==> src/rtl/tap_pair_sequencer_if.sv <==
// Handshake bundle between the tap-pair sequencer and its sample source / pre-adder MAC.
interface tap_pair_sequencer_if #(
    parameter int NUM_TAPS = 16
);
    localparam int AW     = (NUM_TAPS > 2) ? $clog2(NUM_TAPS) : 1;
    localparam int NPAIRS = (NUM_TAPS + 1) / 2;
    localparam int CW     = (NPAIRS > 2) ? $clog2(NPAIRS) : 1;

    logic          sample_valid;
    logic          pair_ready;
    logic [AW-1:0] wr_ptr;
    logic          busy;
    logic          pair_valid;
    logic [AW-1:0] head_addr;
    logic [AW-1:0] tail_addr;
    logic [CW-1:0] coef_addr;
    logic          center;
    logic          last;
    logic          done;
    logic          overrun;

    modport master (
        output sample_valid, pair_ready,
        input  wr_ptr, busy, pair_valid, head_addr, tail_addr, coef_addr,
               center, last, done, overrun
    );

    modport slave (
        input  sample_valid, pair_ready,
        output wr_ptr, busy, pair_valid, head_addr, tail_addr, coef_addr,
               center, last, done, overrun
    );
endinterface

==> src/rtl/tap_pair_sequencer.sv <==
// Walks a symmetric FIR delay line in (head, tail) sample pairs, one pass per new sample.
// Optional sticky overrun detection is built when TAP_SEQ_OVERRUN_EN is defined.
module tap_pair_sequencer #(
    parameter int NUM_TAPS = 16
) (
    input logic                 clk,
    input logic                 rst_n,
    tap_pair_sequencer_if.slave bus
);
    localparam int AW     = (NUM_TAPS > 2) ? $clog2(NUM_TAPS) : 1;
    localparam int NPAIRS = (NUM_TAPS + 1) / 2;
    localparam int CW     = (NPAIRS > 2) ? $clog2(NPAIRS) : 1;
    localparam logic [AW-1:0] LAST_ADDR = AW'(NUM_TAPS - 1);
    localparam logic [AW-1:0] N_AW      = AW'(NUM_TAPS);
    localparam logic [CW-1:0] LAST_I    = CW'(NPAIRS - 1);
    localparam bit            ODD_LEN   = (NUM_TAPS % 2) == 1;

    typedef enum logic [1:0] {
        IDLE = 2'd0,
        RUN  = 2'd1,
        DONE = 2'd2
    } state_t;

    state_t        state_q, state_d;
    logic [AW-1:0] wr_ptr_q, wr_ptr_d;
    logic [AW-1:0] base_q, base_d;
    logic [CW-1:0] i_q, i_d;

    logic          in_run;
    logic          is_last;
    logic [AW-1:0] i_w;
    logic [AW-1:0] tail_room;
    logic [AW-1:0] wr_ptr_inc;

    assign in_run     = (state_q == RUN);
    assign is_last    = (i_q == LAST_I);
    assign i_w        = AW'(i_q);
    assign wr_ptr_inc = (wr_ptr_q == LAST_ADDR) ? '0 : wr_ptr_q + 1'b1;
    // Distance from base+1 to the top of the line; tail wraps once i reaches it.
    assign tail_room  = LAST_ADDR - base_q;

    always_comb begin
        state_d  = state_q;
        wr_ptr_d = wr_ptr_q;
        base_d   = base_q;
        i_d      = i_q;
        case (state_q)
            IDLE, DONE: begin
                state_d = IDLE;
                if (bus.sample_valid) begin
                    base_d   = wr_ptr_q;
                    wr_ptr_d = wr_ptr_inc;
                    i_d      = '0;
                    state_d  = RUN;
                end
            end
            RUN: begin
                if (bus.pair_ready) begin
                    if (is_last) begin
                        state_d = DONE;
                    end else begin
                        i_d = i_q + 1'b1;
                    end
                end
            end
            default: state_d = IDLE;
        endcase
    end

    always_ff @(posedge clk or negedge rst_n) begin
        if (!rst_n) begin
            state_q  <= IDLE;
            wr_ptr_q <= '0;
            base_q   <= '0;
            i_q      <= '0;
        end else begin
            state_q  <= state_d;
            wr_ptr_q <= wr_ptr_d;
            base_q   <= base_d;
            i_q      <= i_d;
        end
    end

    // Modular arithmetic kept within AW bits: results always land in [0, NUM_TAPS).
    assign bus.head_addr  = base_q - i_w + ((base_q < i_w) ? N_AW : '0);
    assign bus.tail_addr  = (i_w >= tail_room) ? (i_w - tail_room) : (base_q + 1'b1 + i_w);
    assign bus.coef_addr  = i_q;
    assign bus.wr_ptr     = wr_ptr_q;
    assign bus.busy       = in_run;
    assign bus.pair_valid = in_run;
    assign bus.last       = in_run && is_last;
    assign bus.center     = ODD_LEN && in_run && is_last;
    assign bus.done       = (state_q == DONE);

`ifdef TAP_SEQ_OVERRUN_EN
    logic overrun_q, overrun_d;

    always_comb begin
        overrun_d = overrun_q;
        if (in_run && bus.sample_valid) begin
            overrun_d = 1'b1;
        end
    end

    always_ff @(posedge clk or negedge rst_n) begin
        if (!rst_n) begin
            overrun_q <= 1'b0;
        end else begin
            overrun_q <= overrun_d;
        end
    end

    assign bus.overrun = overrun_q;
`else
    assign bus.overrun = 1'b0;
`endif

endmodule

==> src/flat_wrapper.sv <==
// flat-port wrapper written by rule: the top's interface ports become plain ports
module tap_pair_sequencer_flat 
#(
    parameter int NUM_TAPS = 16
)
  (clk, rst_n, bus_sample_valid, bus_pair_ready, bus_wr_ptr, bus_busy, bus_pair_valid, bus_head_addr, bus_tail_addr, bus_coef_addr, bus_center, bus_last, bus_done, bus_overrun);
  tap_pair_sequencer_if #(.NUM_TAPS(NUM_TAPS)) bus_i ();
  input logic clk;
  input logic rst_n;
  input wire logic [$bits(bus_i.sample_valid)-1:0] bus_sample_valid;
  input wire logic [$bits(bus_i.pair_ready)-1:0] bus_pair_ready;
  output wire logic [$bits(bus_i.wr_ptr)-1:0] bus_wr_ptr;
  output wire logic [$bits(bus_i.busy)-1:0] bus_busy;
  output wire logic [$bits(bus_i.pair_valid)-1:0] bus_pair_valid;
  output wire logic [$bits(bus_i.head_addr)-1:0] bus_head_addr;
  output wire logic [$bits(bus_i.tail_addr)-1:0] bus_tail_addr;
  output wire logic [$bits(bus_i.coef_addr)-1:0] bus_coef_addr;
  output wire logic [$bits(bus_i.center)-1:0] bus_center;
  output wire logic [$bits(bus_i.last)-1:0] bus_last;
  output wire logic [$bits(bus_i.done)-1:0] bus_done;
  output wire logic [$bits(bus_i.overrun)-1:0] bus_overrun;
  assign bus_i.sample_valid = bus_sample_valid;
  assign bus_i.pair_ready = bus_pair_ready;
  assign bus_wr_ptr = bus_i.wr_ptr;
  assign bus_busy = bus_i.busy;
  assign bus_pair_valid = bus_i.pair_valid;
  assign bus_head_addr = bus_i.head_addr;
  assign bus_tail_addr = bus_i.tail_addr;
  assign bus_coef_addr = bus_i.coef_addr;
  assign bus_center = bus_i.center;
  assign bus_last = bus_i.last;
  assign bus_done = bus_i.done;
  assign bus_overrun = bus_i.overrun;
  tap_pair_sequencer #(.NUM_TAPS(NUM_TAPS)) u_core (.clk(clk), .rst_n(rst_n), .bus(bus_i));
endmodule
==> config.mk <==
export PLATFORM = sky130hd
export DESIGN_NAME = tap_pair_sequencer_flat
export DESIGN_NICKNAME = d
export VERILOG_FILES = /design/src/rtl/tap_pair_sequencer_if.sv /design/src/rtl/tap_pair_sequencer.sv /design/src/flat_wrapper.sv
export SDC_FILE = /design/constraint.sdc
export NUM_CORES = 1
export LEC_CHECK = 0
export CORE_MARGIN = 1
export CORE_UTILIZATION = 45
export DETAILED_ROUTE_END_ITERATION = 12
export PLACE_DENSITY = 0.81
export SYNTH_ARGS = -nofsm -noshare
export SYNTH_HDL_FRONTEND = slang
export SYNTH_SLANG_ARGS = --single-unit
==> constraint.sdc <==
create_clock -name clk -period 2.1 [get_ports clk]
set_input_delay 0.63 -clock clk [delete_from_list [all_inputs] [get_ports clk]]
set_output_delay 0.63 -clock clk [all_outputs]
set_load 0.01 [all_outputs]
==> metrics.sh, run 1 <==
STATUS='complete, but fails checks'
VIOLATED_CHECKS='negative setup slack'
PWR-SHARE-CLK_PCT=6.6
WORST_SLEW_PIN_SLEW_NS=0.592
PORT_BUFFERS=22
MAX_CAP_VIOLATIONS=0
WIRELENGTH_MM=1.69
VIA_PER_INST=4.71
INITIAL_UTILIZATION_PCT=48.5
CELLINTERNALPOWER_mW=1.35
SEQ_AREA_FRAC_SYNTH_PCT=38.9
SLEW-LIMIT-HEADROOM_PCT=60.4
FMAXACHIEVABLE_GHz=0.448
LAYOUT_COMMON_CELLS='buf_4, nand2_1, clkdlybuf4s50_1, dfrtp_1, inv_1'
HOLD_PATH.STARTPOINT='u_core.bus.wr_ptr[2]$_DFFE_PN0P_'
CLK_LATENCY_NS=0.26
WORST-PATH-BUF-INV=3
CP-START-KIND='flip-flop'
DIE_WIDTH_UM=45.1
WORST_SETUP_PATH_END_KIND='output port'
COMBPWRFRAC_PCT=72.3
CRIT_PATH_CELL_TRACE='inv_2 -> ha_4 -> fa_2 -> inv_1 -> buf_2'
YOSYS.AREA_SHARE.XOR_XNOR_PCT=5.23
SYN_INST=81
CLK_TRANSITION_REPORTED_PATHS_NS=0.07
WORST-SETUP-PATH-TYPE='reg -> out'
TIMING.HOLD.WORST_ENDPOINT='u_core.bus.wr_ptr[2]$_DFFE_PN0P_'
POWER.DENSITY_nW_PER_UM2=1780
POST-ROUTE-WORST-SETUP-SLACK_NS=-0.131
R2R-END='u_core.bus.coef_addr[0]$_DFFE_PN0P_'
PIN_COUNT_OF_THE_BIGGEST_NET_ENTERING_GLOBAL_ROUTING=14
SYNTHESIS.YOSYS.WARNINGS=0
CRITICAL_PATH_PEAK_FANOUT=3
P_LEAK_nW=0.623
DETAILEDROUTE.FIRSTITERATIONVIOLATIONS=3
WHS_PATH_DEPTH=1
FINAL_NETS=134
CRITICAL_PATH.MAX_STAGE_DELAY_NS=0.51
WL_PER_CELL_UM=11.8
CTS.HTREE.LEVELS=1
TIMING.REG2REG.WORST_PATH_DEPTH=5
AREA_OCCUPIED_BY_MULTI_INPUT_GATES_UM2=543
GRT_PASS1_VIAS=618
SEQCELLAREA_UM2=327
TRITONCTS='done'
GLOBALROUTETOTALUTIL_PCT=18.7
AREA_GROWTH_SYN_TO_LAYOUT_PCT=51.4
ANTENNA-DIODE-COUNT=0
INITIAL_ANTENNA_VIOLATION_COUNT=0
R2R_START='u_core.bus.coef_addr[0]$_DFFE_PN0P_'
NETSWITCHINGFRACTION_PCT=40.3
UNREPAIRED_SETUP_ENDPOINTS_AFTER_GLOBAL_ROUTING='true'
FINAL.SETUP_SKEW_NS=0.00119
DETAILED_PLACE_HPWL_MM=1.17
HOLD_PATH.CLASS='reg -> reg'
CP_SLOWEST_CELL='fa_2'
PRE_CTS_SLACK_NS=-0.247
DIEAREA_UM2=2040
COMPLEX_GATE_FRACTION_OF_THE_SYNTHESIZED_AREA_PCT=8.52
GLOBAL_ROUTE_WIRE_LENGTH_BEFORE_REPAIR_MM=2.73
ROWS=15
REMAINING_DRC_ERRORS=0
FINALWEIGHTEDCONGESTION=0.721
NUM_CLOCK_SINKS=13
CORE_UM2=1730
HOLD_VIOLATIONS=0
ADDER_CELL_AREA_SHARE_OF_THE_YOSYS_NETLIST_PCT=18.2
HOLDWS_NS=0.525
YS_TYPES=26
SYNTH_TOP_FAMILY_BY_AREA='adder cells'
ANT_NETS=0
CTS_MADE_BUFFERS=3
SETUP_TNS_NS=-0.477
VIAS=674
LAYOUT_COMMONEST_CELL='buf_4'
CP_TOP_FAMILY='adder cells'
YS_FF_LATCH=13
POST_SYNTH_INSTANCE_AREA_UM2=837
FINAL_MAX_SLEW_VIOL_COUNT=0
SEQUENTIALPOWERSHARE_PCT=21.2
CTS_BUFFER_DEPTH=2
FINAL.PERIOD_UTILIZATION_PCT=106
DRT_PRE_ANTENNA_ITERS=4
CTS.ROOT.BUFFER_CELL='clkbuf_4'
SYNTH_MUX_AREA_SHARE_PCT=6.73
R2R_SETUP_SLACK_NS=0.57
CRITICAL_PATH_ARRIVAL_NS=1.60
FINALSETUPVIOLCOUNT=7
GRT.OVERFLOW.TOTAL=0
FINAL.FILL_COUNT=143
DIE_Y_UM=45.1
POWER.NET_SWITCHING_uW=910
PROPORTION_OF_LAYOUT_CELLS_WITH_A_DRIVE_SUFFIX_ABOVE_1_PCT=40.7
IR_DROP_mV=0.919
CRITPATHREQUIREDTIME_NS=1.47
POSTSYNTHAREAPERCELL_UM2=10.3
SYNTH-SIMPLE-AREA-SHARE_PCT=13.5
DESIGN.PORTCOUNT=25
POST-ROUTE-MIN-PERIOD_NS=2.23
-- cells in the mapped netlist --
cell type  instances  area share [%]
dfrtp_1           13              39
nand2_1           13             5.8
inv_1             10             4.5
ha_1               9              13
o21ai_0            5             3.0
a21oi_1            3             1.8
buf_4              3             2.7
mux2_4             3             5.4
xnor2_1            3             3.1
fa_1               2             4.8
xor2_1             2             2.1
a21o_1             1            0.90
a311oi_1           1             1.0
and2_1             1            0.75
and2b_1            1            0.90
and3_1             1            0.75
and4bb_2           1             1.5
buf_6              1             1.3
conb_1             1            0.45
mux2_2             1             1.3
nand2b_4           1             1.6
nand3b_1           1            0.90
nor2_1             1            0.45
nor2b_1            1            0.75
o21bai_1           1            0.90
o31ai_1            1            0.90
-- worst max-delay path by stage --
stage                                              from                to  cells past startpoint
floorplan           u_core.bus.coef_addr[1]$_DFFE_PN0P_  bus_tail_addr[3]                      5
global route        u_core.bus.coef_addr[0]$_DFFE_PN0P_  bus_tail_addr[1]                      5
CTS                 u_core.bus.coef_addr[0]$_DFFE_PN0P_          bus_last                      5
global placement    u_core.bus.coef_addr[0]$_DFFE_PN0P_  bus_tail_addr[2]                      5
detailed placement  u_core.bus.coef_addr[0]$_DFFE_PN0P_  bus_tail_addr[2]                      5
finish              u_core.bus.coef_addr[0]$_DFFE_PN0P_  bus_tail_addr[1]                      5
-- stage by stage --
| stage | utilization (%) | total power [mW] | cells | area (µm²) |
|---|---|---|---|---|
| 2_1_floorplan | - | 1.18 | 82 | 841 |
| 3_3_place_gp | 65.7 | 1.91 | 135 | 1130 |
| 3_5_place_dp | 65.7 | 1.95 | 135 | 1130 |
| 4_1_cts | 70.3 | 2.10 | 142 | 1210 |
| 5_1_grt | 73.4 | 2.45 | 143 | 1270 |
| 6_report | 73.4 | 2.26 | 143 | 1270 |
-- logic make-up after synthesis --
group           Yosys count
compound gates           12
other cells               1
flops                    13
fa+ha+maj                11
simple gates             21
buf+inv                  14
mux                       4
xor+xnor                  5
-- state kept, by name, summed over array words and instances (netlist names) --
signal	cells
u_core.base_q	4
u_core.bus.coef_addr	3
u_core.state_q	2
u_core.bus.wr_ptr	4
-- power by group through the flow --
stage / combinational [mW] / sequential (mW) / clock, mW
after floorplan: 0.685 / 0.491 / 0
after global placement: 1.45 / 0.453 / 0
after detailed placement: 1.49 / 0.460 / 0
after CTS: 1.47 / 0.473 / 0.156
after global routing: 1.79 / 0.496 / 0.170
final: 1.63 / 0.478 / 0.148
-- timing repair --
action / CTS / global route
gates resized for setup: 45 / 10
setup buffers: 3 / 1
pin swaps: 4 / 3
hold buffers: 0 / 0
endpoints found under the setup margin: 12 / 9
-- area by class of cell --
| type | count | share of cell area, % |
|---|---|---|
| timing repair buffer | 36 | 23.9 |
| tap | 25 | 2.47 |
| sequential | 13 | 25.8 |
| clock buffer | 4 | 2.07 |
| multi-input combinational | 55 | 42.8 |
| inverter | 10 | 2.96 |
-- layer usage --
layer	GRT usage, %	vias to the layer above	routed length, µm
met5	0	-	0
met4	7.27	0	12
met3	2.40	2	76
met2	31.6	20	896
met1	24.2	320	706
li1	-	332	-
No activity file was read; power rests on OpenSTA's default activity.
==> run 2, diff against run 1 <==
Settings changed: CAP_MARGIN set to 5, CORE_UTILIZATION 45 to 48, CTS_BUF_LIST set to sky130_fd_sc_hd__clkbuf_4 sky130_fd_sc_hd__clkbuf_8.
==> run 2 against run 1 <==
The run ends with design-rule violations, negative setup slack left; hold slack better by 0.019 ns; clock power is 18% higher; clock skew is 0.0053 ns higher; sequential power is 3% higher; cell count is 4.2% lower; combinational power is 8% higher; cell area is 3.8% higher; register-to-register slack worse by 0.18 ns; worst setup slack worse by 0.031 ns; global-route usage is 3.5 points higher.
==> metrics.sh, run 2 (synthesis gave the netlist of run 1 again) <==
POWER.DENSITY_nW_PER_UM2=1850
GRT.OVERFLOW.TOTAL=0
HOLDWS_NS=0.544
CLK_TRANSITION_REPORTED_PATHS_NS=0.08
VIA_PER_INST=5.11
DESIGN.PORTCOUNT=25
LAYOUT_COMMON_CELLS='buf_4, nand2_1, dfrtp_1'
DIEAREA_UM2=1910
TRITONCTS='done'
POST-ROUTE-WORST-SETUP-SLACK_NS=-0.162
CRIT_END='bus_head_addr[1]'
CP-START-KIND='flip-flop'
CORE_UM2=1560
GLOBALROUTETOTALUTIL_PCT=22.2
AREA_OCCUPIED_BY_MULTI_INPUT_GATES_UM2=567
INITIAL_UTILIZATION_PCT=53.7
WORST_SLEW_PIN_SLEW_NS=0.573
FINISH.INSTANCE_AREA_UM2=1320
WORST-SETUP-PATH-TYPE='reg -> out'
PRE_CTS_SLACK_NS=-0.310
LAYOUT_COMMONEST_CELL='buf_4'
SEQCELLAREA_UM2=327
POST_DP_CELL_AREA_UM2=1120
CRITICAL_PATH_PEAK_FANOUT=2
WORST_SETUP_PATH_END_KIND='output port'
INITIAL_ANTENNA_VIOLATION_COUNT=0
CTS.ROOT.BUFFER_CELL='clkbuf_4'
VIOLATED_CHECKS='design-rule violations, negative setup slack'
DIE_Y_UM=43.8
FINAL.PERIOD_UTILIZATION_PCT=108
NUM_CLOCK_SINKS=13
UNREPAIRED_SETUP_ENDPOINTS_AFTER_GLOBAL_ROUTING='true'
CRITPATHREQUIREDTIME_NS=1.47
NUMBER_OF_HOLD_REPAIR_BUFFERS_ADDED_AT_THE_CTS_STAGE=0
HOLD_VIOLATIONS=0
CTS_MADE_BUFFERS=3
R2R_SETUP_SLACK_NS=0.39
HOLD_PATH.CLASS='reg -> reg'
AREA_GROWTH_SYN_TO_LAYOUT_PCT=57.1
WL_PER_CELL_UM=15.1
SETUP_TNS_NS=-0.806
R2R_START='u_core.bus.coef_addr[0]$_DFFE_PN0P_'
POST-ROUTE-MIN-PERIOD_NS=2.26
FINAL_NETS=137
CTS_BUFFER_DEPTH=2
VIAS=700
FINALSETUPVIOLCOUNT=7
FINALWEIGHTEDCONGESTION=0.833
ANTENNA-DIODE-COUNT=0
DETAILEDROUTE.FIRSTITERATIONVIOLATIONS=3
FMAXACHIEVABLE_GHz=0.442
TIMING.REG2REG.WORST_PATH_DEPTH=7
ROWS=14
PLACED_INSTANCE_COUNT=126
GRT_PASS1_VIAS=706
PIN_COUNT_OF_THE_BIGGEST_NET_ENTERING_GLOBAL_ROUTING=14
FINAL_MAX_SLEW_VIOL_COUNT=0
DIE_WIDTH_UM=43.8
CRITICAL_PATH_ARRIVAL_NS=1.63
PROPORTION_OF_LAYOUT_CELLS_WITH_A_DRIVE_SUFFIX_ABOVE_1_PCT=45.5
UTILIZATION_AFTER_LAYOUT_PCT=84.3
SLEW-LIMIT-HEADROOM_PCT=61.7
FINAL.SETUP_SKEW_NS=0.00649
PORT_BUFFERS=22
FINAL.FILL_COUNT=87
CRITICAL_PATH.STARTPOINT='u_core.base_q[0]$_DFFE_PN0P_'
CLK_LATENCY_NS=0.29
ANT_NETS=0
STATUS='complete, but fails checks'
CTS.HTREE.LEVELS=1
REPORT.POWER.TOTAL_mW=2.43
DETAILED_PLACE_HPWL_MM=1.23
REMAINING_DRC_ERRORS=1
COUNT_OF_NON_FILLER_CELLS_IN_THE_FINISHED_LAYOUT=137
R2R-END='u_core.bus.coef_addr[1]$_DFFE_PN0P_'
IR_DROP_mV=1.04
DRT_PRE_ANTENNA_ITERS=7
MAX_CAP_VIOLATIONS=0
WIRELENGTH_MM=2.06
GLOBAL_ROUTE_WIRE_LENGTH_BEFORE_REPAIR_MM=2.99
P_LEAK_nW=0.675
[run 2: cell count changes in the layout (fill, tap and decap cells not counted), sizes merged]
cell	delta
buf	+4
clkdlybuf4s15	-1
dlymetal6s2s	+2
dlygate4sd2	+1
clkdlybuf4s50	-3
[run 2: worst min-delay path by stage]
stage                                      from                               end  cells after the start
3_5_place_dp   u_core.bus.wr_ptr[2]$_DFFE_PN0P_  u_core.bus.wr_ptr[2]$_DFFE_PN0P_                      1
6_report       u_core.bus.wr_ptr[2]$_DFFE_PN0P_  u_core.bus.wr_ptr[2]$_DFFE_PN0P_                      1
2_1_floorplan                             rst_n      u_core.base_q[0]$_DFFE_PN0P_                      0
5_1_grt        u_core.bus.wr_ptr[2]$_DFFE_PN0P_  u_core.bus.wr_ptr[2]$_DFFE_PN0P_                      1
4_1_cts        u_core.bus.wr_ptr[2]$_DFFE_PN0P_  u_core.bus.wr_ptr[2]$_DFFE_PN0P_                      1
3_3_place_gp   u_core.bus.wr_ptr[2]$_DFFE_PN0P_  u_core.bus.wr_ptr[2]$_DFFE_PN0P_                      1
[run 2: critical path, cell delays in order, from the launching register on]
cell	delay [ns]
dfrtp_1	0.39
inv_2	0.07
ha_2	0.20
fa_2	0.52
inv_1	0.03
buf_2	0.13
[run 2: cell type report]
| cell class | count | share of cell area, % |
|---|---|---|
| well taps | 16 | 1.52 |
| multi-input cells | 55 | 43.1 |
| flip-flops and latches | 13 | 24.8 |
| inverters | 10 | 2.85 |
| clock buffers | 4 | 2.28 |
| repair buffers | 39 | 25.4 |
[run 2: layer usage]
metal | track usage, % | part of all wire, % | vias to the layer above
li1 | - | - | 339
met1 | 23.5 | 39 | 332
met2 | 39.1 | 54 | 22
met3 | 7.08 | 4.3 | 7
met4 | 11.3 | 2.2 | 0
met5 | 0 | 0 | -
[run 2: repair_timing]
item	in CTS	in global routing
cloned	0	0
setup endpoints to repair	11	9
pin swaps	5	7
gates resized for setup	51	16
setup buffers	6	1
[run 2: power by group]
group	switching, mW	internal [mW]	total (mW)
Combinational	0.774	0.985	1.76
Clock	0.0873	0.0868	0.174
Sequential	0.139	0.356	0.494
